$ cat src/rtl/sdram_data_controller.sv
// Single-rank SDRAM controller: power-up init, periodic auto-refresh and one
// auto-precharged single-beat read or write per accepted request.
module sdram_data_controller #(
  parameter int unsigned DATA_WIDTH       = 32,
  parameter int unsigned COL_WIDTH        = 8,
  parameter int unsigned SDRAM_ADDR_WIDTH = 12,
  parameter int unsigned SDRAM_BA_WIDTH   = 2,
  parameter int unsigned ADDR_WIDTH       = 22,
  parameter int unsigned CAS_LATENCY      = 2,
  parameter int unsigned INIT_CYCLES      = 100,
  parameter int unsigned REFRESH_INTERVAL = 780,
  parameter int unsigned T_RCD            = 2,
  parameter int unsigned T_RP             = 2,
  parameter int unsigned T_RC             = 7
) (
  input  logic                        clk,
  input  logic                        rst_n,
  input  logic                        data_rd_en,
  input  logic                        data_wr_en,
  input  logic [ADDR_WIDTH-1:0]       data_addr,
  input  logic [DATA_WIDTH-1:0]       data_in,
  input  logic [DATA_WIDTH/8-1:0]     data_byte_en,
  output logic [DATA_WIDTH-1:0]       data_out,
  output logic                        data_valid,
  output logic                        bus_busy,
  input  logic [DATA_WIDTH-1:0]       dram_dq_in,
  output logic [DATA_WIDTH-1:0]       dram_dq_out,
  output logic                        dram_dq_oe,
  output logic [SDRAM_ADDR_WIDTH-1:0] dram_addr,
  output logic [SDRAM_BA_WIDTH-1:0]   dram_ba,
  output logic [DATA_WIDTH/8-1:0]     dram_dqm,
  output logic                        dram_cs_n,
  output logic                        dram_ras_n,
  output logic                        dram_cas_n,
  output logic                        dram_we_n,
  output logic                        dram_cke,
  output logic                        dram_clk
);

  localparam int unsigned BeW  = DATA_WIDTH / 8;
  localparam int unsigned CntW = 16;

  localparam logic [CntW-1:0] InitCnt  = CntW'(INIT_CYCLES);
  localparam logic [CntW-1:0] RpLast   = CntW'(T_RP - 1);
  localparam logic [CntW-1:0] RcLast   = CntW'(T_RC - 1);
  localparam logic [CntW-1:0] RcdLast  = CntW'(T_RCD - 1);
  localparam logic [CntW-1:0] CapCnt   = CntW'(T_RCD + CAS_LATENCY);
  localparam logic [CntW-1:0] RefiLast = CntW'(REFRESH_INTERVAL - 1);
  localparam logic [CntW-1:0] CntOne   = CntW'(1);

  localparam logic [SDRAM_ADDR_WIDTH-1:0] A10     = SDRAM_ADDR_WIDTH'(1024);
  localparam logic [SDRAM_ADDR_WIDTH-1:0] MrsWord = SDRAM_ADDR_WIDTH'(CAS_LATENCY << 4);

  // {cs_n, ras_n, cas_n, we_n}
  localparam logic [3:0] CmdNop = 4'b0111;
  localparam logic [3:0] CmdAct = 4'b0011;
  localparam logic [3:0] CmdRd  = 4'b0101;
  localparam logic [3:0] CmdWr  = 4'b0100;
  localparam logic [3:0] CmdPre = 4'b0010;
  localparam logic [3:0] CmdRef = 4'b0001;
  localparam logic [3:0] CmdMrs = 4'b0000;

  typedef enum logic [3:0] {
    StInitWait, StInitPre, StInitRef1, StInitRef2, StInitMrs, StIdle,
    StActivate, StRcdWait, StRwCmd, StCasWait, StRecover, StRefresh
  } state_e;

  state_e                      state_q;
  logic [CntW-1:0]             cnt_q, ref_cnt_q;
  logic                        ref_en_q, ref_pend_q;
  logic [3:0]                  cmd_q;
  logic [SDRAM_ADDR_WIDTH-1:0] addr_q;
  logic [SDRAM_BA_WIDTH-1:0]   ba_q, bank_q;
  logic [BeW-1:0]              dqm_q, be_q;
  logic [DATA_WIDTH-1:0]       dq_out_q, wdata_q, data_out_q;
  logic                        dq_oe_q, cke_q, data_valid_q, busy_q, is_wr_q;
  logic [COL_WIDTH-1:0]        col_q;

  logic                        ref_expire, accept;
  logic [SDRAM_ADDR_WIDTH-1:0] rw_addr;

  assign ref_expire = ref_en_q && (ref_cnt_q == '0);
  // A request landing on the timer-expiry edge loses to the refresh.
  assign accept     = (state_q == StIdle) && !ref_pend_q && !ref_expire &&
                      (data_rd_en || data_wr_en);
  assign rw_addr    = A10 | SDRAM_ADDR_WIDTH'(col_q);

  always_ff @(posedge clk or negedge rst_n) begin
    if (!rst_n) begin
      state_q      <= StInitWait;
      cnt_q        <= '0;
      ref_cnt_q    <= '0;
      ref_en_q     <= 1'b0;
      ref_pend_q   <= 1'b0;
      cmd_q        <= 4'b1111;
      addr_q       <= '0;
      ba_q         <= '0;
      bank_q       <= '0;
      dqm_q        <= '1;
      be_q         <= '0;
      dq_out_q     <= '0;
      wdata_q      <= '0;
      data_out_q   <= '0;
      dq_oe_q      <= 1'b0;
      cke_q        <= 1'b0;
      data_valid_q <= 1'b0;
      busy_q       <= 1'b1;
      is_wr_q      <= 1'b0;
      col_q        <= '0;
    end else begin
      cke_q        <= 1'b1;
      cmd_q        <= CmdNop;
      dqm_q        <= '1;
      dq_oe_q      <= 1'b0;
      data_valid_q <= 1'b0;
      cnt_q        <= cnt_q + CntOne;
      unique case (state_q)
        StInitWait: if (cnt_q == InitCnt) begin
          cmd_q <= CmdPre; addr_q <= A10; cnt_q <= '0; state_q <= StInitPre;
        end
        StInitPre: if (cnt_q == RpLast) begin
          cmd_q <= CmdRef; cnt_q <= '0; state_q <= StInitRef1;
        end
        StInitRef1: if (cnt_q == RcLast) begin
          cmd_q <= CmdRef; cnt_q <= '0; state_q <= StInitRef2;
        end
        StInitRef2: if (cnt_q == RcLast) begin
          cmd_q <= CmdMrs; addr_q <= MrsWord; ba_q <= '0; cnt_q <= '0;
          state_q <= StInitMrs;
        end
        StInitMrs: if (cnt_q == CntOne) begin
          state_q <= StIdle; busy_q <= 1'b0;
        end
        StIdle: begin
          if (ref_pend_q) begin
            cmd_q <= CmdRef; cnt_q <= '0; state_q <= StRefresh; busy_q <= 1'b1;
          end else if (accept) begin
            cmd_q   <= CmdAct;
            addr_q  <= data_addr[COL_WIDTH +: SDRAM_ADDR_WIDTH];
            ba_q    <= data_addr[ADDR_WIDTH-1 -: SDRAM_BA_WIDTH];
            bank_q  <= data_addr[ADDR_WIDTH-1 -: SDRAM_BA_WIDTH];
            col_q   <= data_addr[COL_WIDTH-1:0];
            wdata_q <= data_in;
            be_q    <= data_byte_en;
            is_wr_q <= data_wr_en;
            cnt_q   <= '0;
            state_q <= StActivate;
            busy_q  <= 1'b1;
          end else begin
            busy_q <= ref_expire;
          end
        end
        StActivate, StRcdWait: begin
          if (cnt_q == RcdLast) begin
            cmd_q   <= is_wr_q ? CmdWr : CmdRd;
            addr_q  <= rw_addr;
            ba_q    <= bank_q;
            state_q <= StRwCmd;
            if (is_wr_q) begin
              dq_oe_q <= 1'b1; dq_out_q <= wdata_q; dqm_q <= ~be_q;
            end else begin
              dqm_q <= '0;
            end
          end else begin
            state_q <= StRcdWait;
          end
        end
        StRwCmd: begin
          if (is_wr_q) begin
            state_q <= StRecover;
          end else begin
            dqm_q <= '0; state_q <= StCasWait;
          end
        end
        StCasWait: begin
          if (cnt_q == CapCnt) begin
            data_out_q <= dram_dq_in; data_valid_q <= 1'b1;
            if (cnt_q >= RcLast) begin
              state_q <= StIdle; busy_q <= ref_pend_q || ref_expire;
            end else begin
              state_q <= StRecover;
            end
          end else begin
            dqm_q <= '0;
          end
        end
        StRecover: if (cnt_q >= RcLast) begin
          state_q <= StIdle; busy_q <= ref_pend_q || ref_expire;
        end
        StRefresh: if (cnt_q == RcLast) begin
          state_q <= StIdle; busy_q <= ref_expire; ref_pend_q <= 1'b0;
        end
        default: state_q <= StInitWait;
      endcase

      // Free-running refresh timer; an expiry always wins over the pending clear.
      if (state_q == StInitMrs && cnt_q == CntOne) begin
        ref_en_q  <= 1'b1;
        ref_cnt_q <= RefiLast;
      end else if (ref_en_q) begin
        if (ref_expire) begin
          ref_cnt_q  <= RefiLast;
          ref_pend_q <= 1'b1;
        end else begin
          ref_cnt_q <= ref_cnt_q - CntOne;
        end
      end
    end
  end

  assign {dram_cs_n, dram_ras_n, dram_cas_n, dram_we_n} = cmd_q;
  assign dram_addr   = addr_q;
  assign dram_ba     = ba_q;
  assign dram_dqm    = dqm_q;
  assign dram_dq_out = dq_out_q;
  assign dram_dq_oe  = dq_oe_q;
  assign dram_cke    = cke_q;
  assign dram_clk    = ~clk;
  assign data_out    = data_out_q;
  assign data_valid  = data_valid_q;
  assign bus_busy    = busy_q;

endmodule

$ cat config.mk
export PLATFORM = sky130hd
export DESIGN_NAME = sdram_data_controller
export DESIGN_NICKNAME = d
export VERILOG_FILES = /design/src/rtl/sdram_data_controller.sv
export SDC_FILE = /design/constraint.sdc
export NUM_CORES = 1
export LEC_CHECK = 0
export BUFFER_PORTS_ARGS = -buffer_cell sky130_fd_sc_hd__buf_2
export CORE_ASPECT_RATIO = 0.9
export CORE_UTILIZATION = 35
export CTS_BUF_LIST = sky130_fd_sc_hd__clkbuf_2 sky130_fd_sc_hd__clkbuf_4 sky130_fd_sc_hd__clkbuf_8
export DETAILED_ROUTE_END_ITERATION = 8
export PLACE_DENSITY = 0.67
export SETUP_SLACK_MARGIN = 0.3
export SYNTH_ARGS = -nofsm -noshare
export SYNTH_HDL_FRONTEND = slang
export SYNTH_SLANG_ARGS = --single-unit
$ cat constraint.sdc
create_clock -name clk -period 2.1 [get_ports clk]
set_input_delay 0.21 -clock clk [delete_from_list [all_inputs] [get_ports clk]]
set_output_delay 0.21 -clock clk [all_outputs]
set_load 0.02 [all_outputs]
Yosys cells after proc, flatten, opt, wreduce, memory -nomap -nowiden --
Cells that the tools add are included.
Storage, ports and cells: flip-flop bits (word level) 175, bits of input ports 94, output and inout port bits 91, word-level logic and storage cells 142
Operators by class: $add $sub $neg 2, magnitude comparators 1, equality and inequality tests 27, muxes and demuxes 65, bitwise operators 3, reductions and logical operators 24
Operators by type and width (count):
- $mux 16 | 8
- $mux 4 | 16
- $pmux 16 s4 | 1
- $mux 12 | 5
- $pmux 12 s4 | 1
- $pmux 4 s11 | 1
- $eq 16x3->1 const B | 2
- $ne 2x2->1 const B | 10
- $mux 3 | 6
- $pmux 3 s6 | 1
- $mux 1 | 17
- $add 16x1->16 const B | 1
- $eq 16x1->1 const B | 1
- $eq 16x7->1 const B | 1
- $eq 4x3->1 const B | 4
- $eq 4x4->1 const B | 4
- $ge 16x3->1 const B | 1
- $logic_not 16->1 | 1
- $sub 16x1->16 const B | 1
- $mux 2 | 6
- $pmux 4 s3 | 1
- $reduce_and 9->1 | 1
- $eq 4x2->1 const B | 2
- $pmux 2 s3 | 1
- 20 further kinds | 29

Depth between registers and ports, before layout --
word-level depth 8, depth in mapped cells 10, depth with buffers taken out 10

==> summary.md <==
| Metric | Value |
|---|---|
| Final nets | 1121 |
| CTS buffer count | 17 |
| Ys flop type | dfrtp_1 |
| Area share of fa/ha/maj cells after synthesis | 0.989% |
| Fmax | 448 MHz |
| DRC | 0 |
| Synth Net Count | 769 |
| Footprint of the multi-input gates | 0.00403 mm^2 |
| Max_slew headroom | 58.2% |
| Starting DRC count in detailed routing | 531 |
| Wire length on met2 | 11500 um |
| Pre-Repair DR Iteration Count | 6 |
| Syn avg cell area | 11.3 um^2 |
| Root buffer cell | clkbuf_8 |
| Worst clock skew | 160 ps |
| Hold Vio Cnt, Final | 0 |
| Status | complete, but fails checks |
| Post-Route WL | 24000 um |
| Rows | 50 |
| Place WS | -141 ps |
| Clock transition at path regs | 110 ps |
| Core ar. | 0.0210 mm^2 |
| Register-to-register setup slack | -130 ps |
| Dpl cells | 1199 |
| Register-to-Register Path Depth | 9 |
| Crit path time final | 2230 ps |
| Mapped cell area | 0.00759 mm^2 |
| Library cells used by synthesis | 59 |
| GRT Overall Usage | 19.8% |
| Ports | 185 |
| Worst Path Required | 2390 ps |
| CP arrival | 2520 ps |
| Max-cap viol count | 0 |
| Synth top area cells | dfrtp_1 55%, mux2_2 13%, nand2_1 6.6% |
| ANT cells | 0 |
| CTS H-Tree Depth | 4 |
| Buffers on Ports | 184 |
| CP endpoint kind | flip-flop |
| Post-synthesis simple-gate area fraction | 15.2% |
| HP Start | dram_dq_in[5] |
| Fill cells | 1561 |
| Fin crit share | 106% |
| Setup TNS | -4270 ps |
| Post-layout util | 58.5% |
| Top layer in use | met4 |
| YS warnings | 0 |
| Power Dens Cells | 515 mW/mm^2 |
| Vias in the first global route | 6423 |
| Worst min path class | in2reg |
| Total power | 6.33 mW |
| Chip width | 157 um |
| Clock Tree Buf Depth | 2 |
| Largest area contributor in the netlist | dfrtp_1 |
| Worst Tran Pin Value | 622 ps |
| Overflow after GRT | 0 |
| Layout cell share with drive strength beyond 1 | 57.1% |
| Final WS setup | -132 ps |
| # setup viols final | 85 |
| Clock Latency Late Sink | 550 ps |
| Cell count after synthesis | 669 |
| Worst Path Max Fanout | 4 |
| Max Slew Vio Count | 0 |
| Sequential Area | 0.00439 mm^2 |
| Most common cell after layout, fill and taps aside | buf_2 |
| CTS tree | done |
| Max VDD drop | 0.000419 V |
| Final antenna-violating net count | 0 |
| DPL Wire Length | 13200 um |
| CP Launch Type | flip-flop |
| Multiplexer area fraction after synthesis | 14.2% |
| Most frequent cells in the layout | 182 x buf_2, 165 x dfrtp_1, 83 x mux2_4 |
| Via count | 6627 |
| XOR/XNOR share of the synthesized area | 1.85% |
| RSZ-0062 raised after global routing | yes |
| Leakage | 6.03 nW |
| Via density | 5.02 |
| Die Area | 0.0223 mm^2 |
| Placement Cell Area | 0.00976 mm^2 |
| Main combinational cell family by area after synthesis | simple AND/OR/NAND/NOR gates |
| First-pass GRT wire length | 34100 um |
| Post-synth EDFFs | 0 |
| Non-filler cells, final | 1320 |
| Initial antenna violation count | 0 |
| Placer Congestion | 0.846 |
| Setup Crit Path Kind | reg2reg |
| Largest net degree at the start of global routing | 51 |
| Area share of the largest cell type after synthesis | 54.7% |
| Chip height | 142 um |
| Origin of the critical flop-to-flop path | cnt_q[0]$_DFF_PN0_ |
| Yosys reg bits | 175 |
| Critical R2R Capture | state_q[2]$_DFFE_PN0P_ |
| Starting Density | 36.1% |
| Cell area after layout | 0.0123 mm^2 |
| Register area share after synthesis | 57.9% |
| Hold Crit Endpoint | data_out[5]$_DFFE_PN0P_ |
| Complex-gate fraction of the synthesized area | 7.44% |
| Area Overhead vs Synth | 62.0% |
| Failing checks | setup timing |
| Post-synth ARST share | 100% |
| Metal1 wirelength | 10300 um |
| DR WL/cell | 18.2 um |
| Hold_ws | 16.8 ps |
| Hold path depth | 3 |
| Met3 WL | 1650 um |
-- power breakdown --
group	switching, mW	internal [mW]
Sequential	0.000460	3.37
Combinational	0.130	0.124
Clock	1.61	1.09
Total	1.74	4.59
-- state kept, by name, indices dropped and copies added, names as in the netlist --
register     count
state_q          4
dram_addr       12
bank_q           2
ref_en_q         1
ref_pend_q       1
bus_busy         1
dram_cke         1
wdata_q         32
dram_dqm         4
cnt_q           16
is_wr_q          1
dram_ba          2
be_q             4
dram_dq_out     32
ref_cnt_q       16
data_valid       1
data_out        32
col_q            8
cmd_q            4
dram_dq_oe       1
-- worst max path at each step --
stage | to | from | slack (ps) | cells past startpoint
4_1_cts | state_q[0]$_DFFE_PN0P_ | cnt_q[7]$_DFF_PN0_ | -140 | 7
3_3_place_gp | ref_cnt_q[7]$_DFFE_PN0P_ | cnt_q[15]$_DFF_PN0_ | -120 | 8
2_1_floorplan | state_q[1]$_DFFE_PN0P_ | cnt_q[15]$_DFF_PN0_ | -40 | 6
3_5_place_dp | state_q[2]$_DFFE_PN0P_ | cnt_q[11]$_DFF_PN0_ | -140 | 6
6_report | state_q[2]$_DFFE_PN0P_ | cnt_q[0]$_DFF_PN0_ | -130 | 9
5_1_grt | state_q[0]$_DFFE_PN0P_ | cnt_q[0]$_DFF_PN0_ | -220 | 9
-- cell usage after synthesis, types with 2 or more instances --
| library cell | number |
|---|---|
| a21oi_2 | 2 |
| o21ai_0 | 32 |
| buf_2 | 8 |
| o211ai_2 | 2 |
| nor2_1 | 42 |
| ha_1 | 6 |
| nand4_1 | 6 |
| nor4_4 | 3 |
| dfstp_2 | 9 |
| nor2b_1 | 6 |
| mux2_1 | 5 |
| nand3_1 | 16 |
| xnor2_1 | 6 |
| mux2i_1 | 4 |
| inv_1 | 12 |
| dfrtp_1 | 166 |
| buf_4 | 4 |
| and2_1 | 2 |
| nor4_1 | 2 |
| a22o_1 | 9 |
| nor3_1 | 11 |
| xor2_1 | 10 |
| nand2b_1 | 6 |
| and3_1 | 7 |
| o31ai_1 | 5 |
| a31oi_1 | 3 |
| clkbuf_1 | 17 |
| mux2_2 | 87 |
| nand2_1 | 134 |
| a22oi_1 | 3 |
| conb_1 | 2 |
| o21a_1 | 2 |
| a21oi_1 | 14 |
-- cell type report --
class | count | area share [%]
Tap cell | 286 | 2.91
Timing Repair Buffer | 359 | 24.3
Clock buffer | 19 | 2.21
Clock inverter | 16 | 1.69
Multi-Input combinational cell | 453 | 32.8
Sequential cell | 175 | 35.7
Inverter | 12 | 0.387
-- critical path, cell delays in order, from the launching register on --
cell,delay [ps]
dfrtp_2,460
inv_2,100
ha_4,130
and3b_1,180
nand4_1,180
buf_4,200
a32o_2,270
a21oi_4,140
nand3_4,130
mux2_4,330
-- metal layers --
layer | GRT usage (%) | up-vias
met1 | 26.1 | 3274
met2 | 32.0 | 290
met4 | 6.49 | 0
met3 | 4.76 | 44
met5 | 0 | -
li1 | - | 3019
-- cell families after synthesis --
logic type      Yosys count
buf+inv                  42
flops                   175
fa+ha+maj                 6
simple gates            247
xor+xnor                 16
compound gates           85
mux                      96
other cells               2
-- timing repair --
action / in CTS / in global routing
gates cloned: 15 / 2
setup buffers: 25 / 11
endpoints found under the hold margin: 73 / 1
pin swaps: 66 / 41
hold buffers: 35 / 1
resized for setup: 137 / 145
setup endpoints to repair: 170 / 172
(Power assumes the default switching activity.)
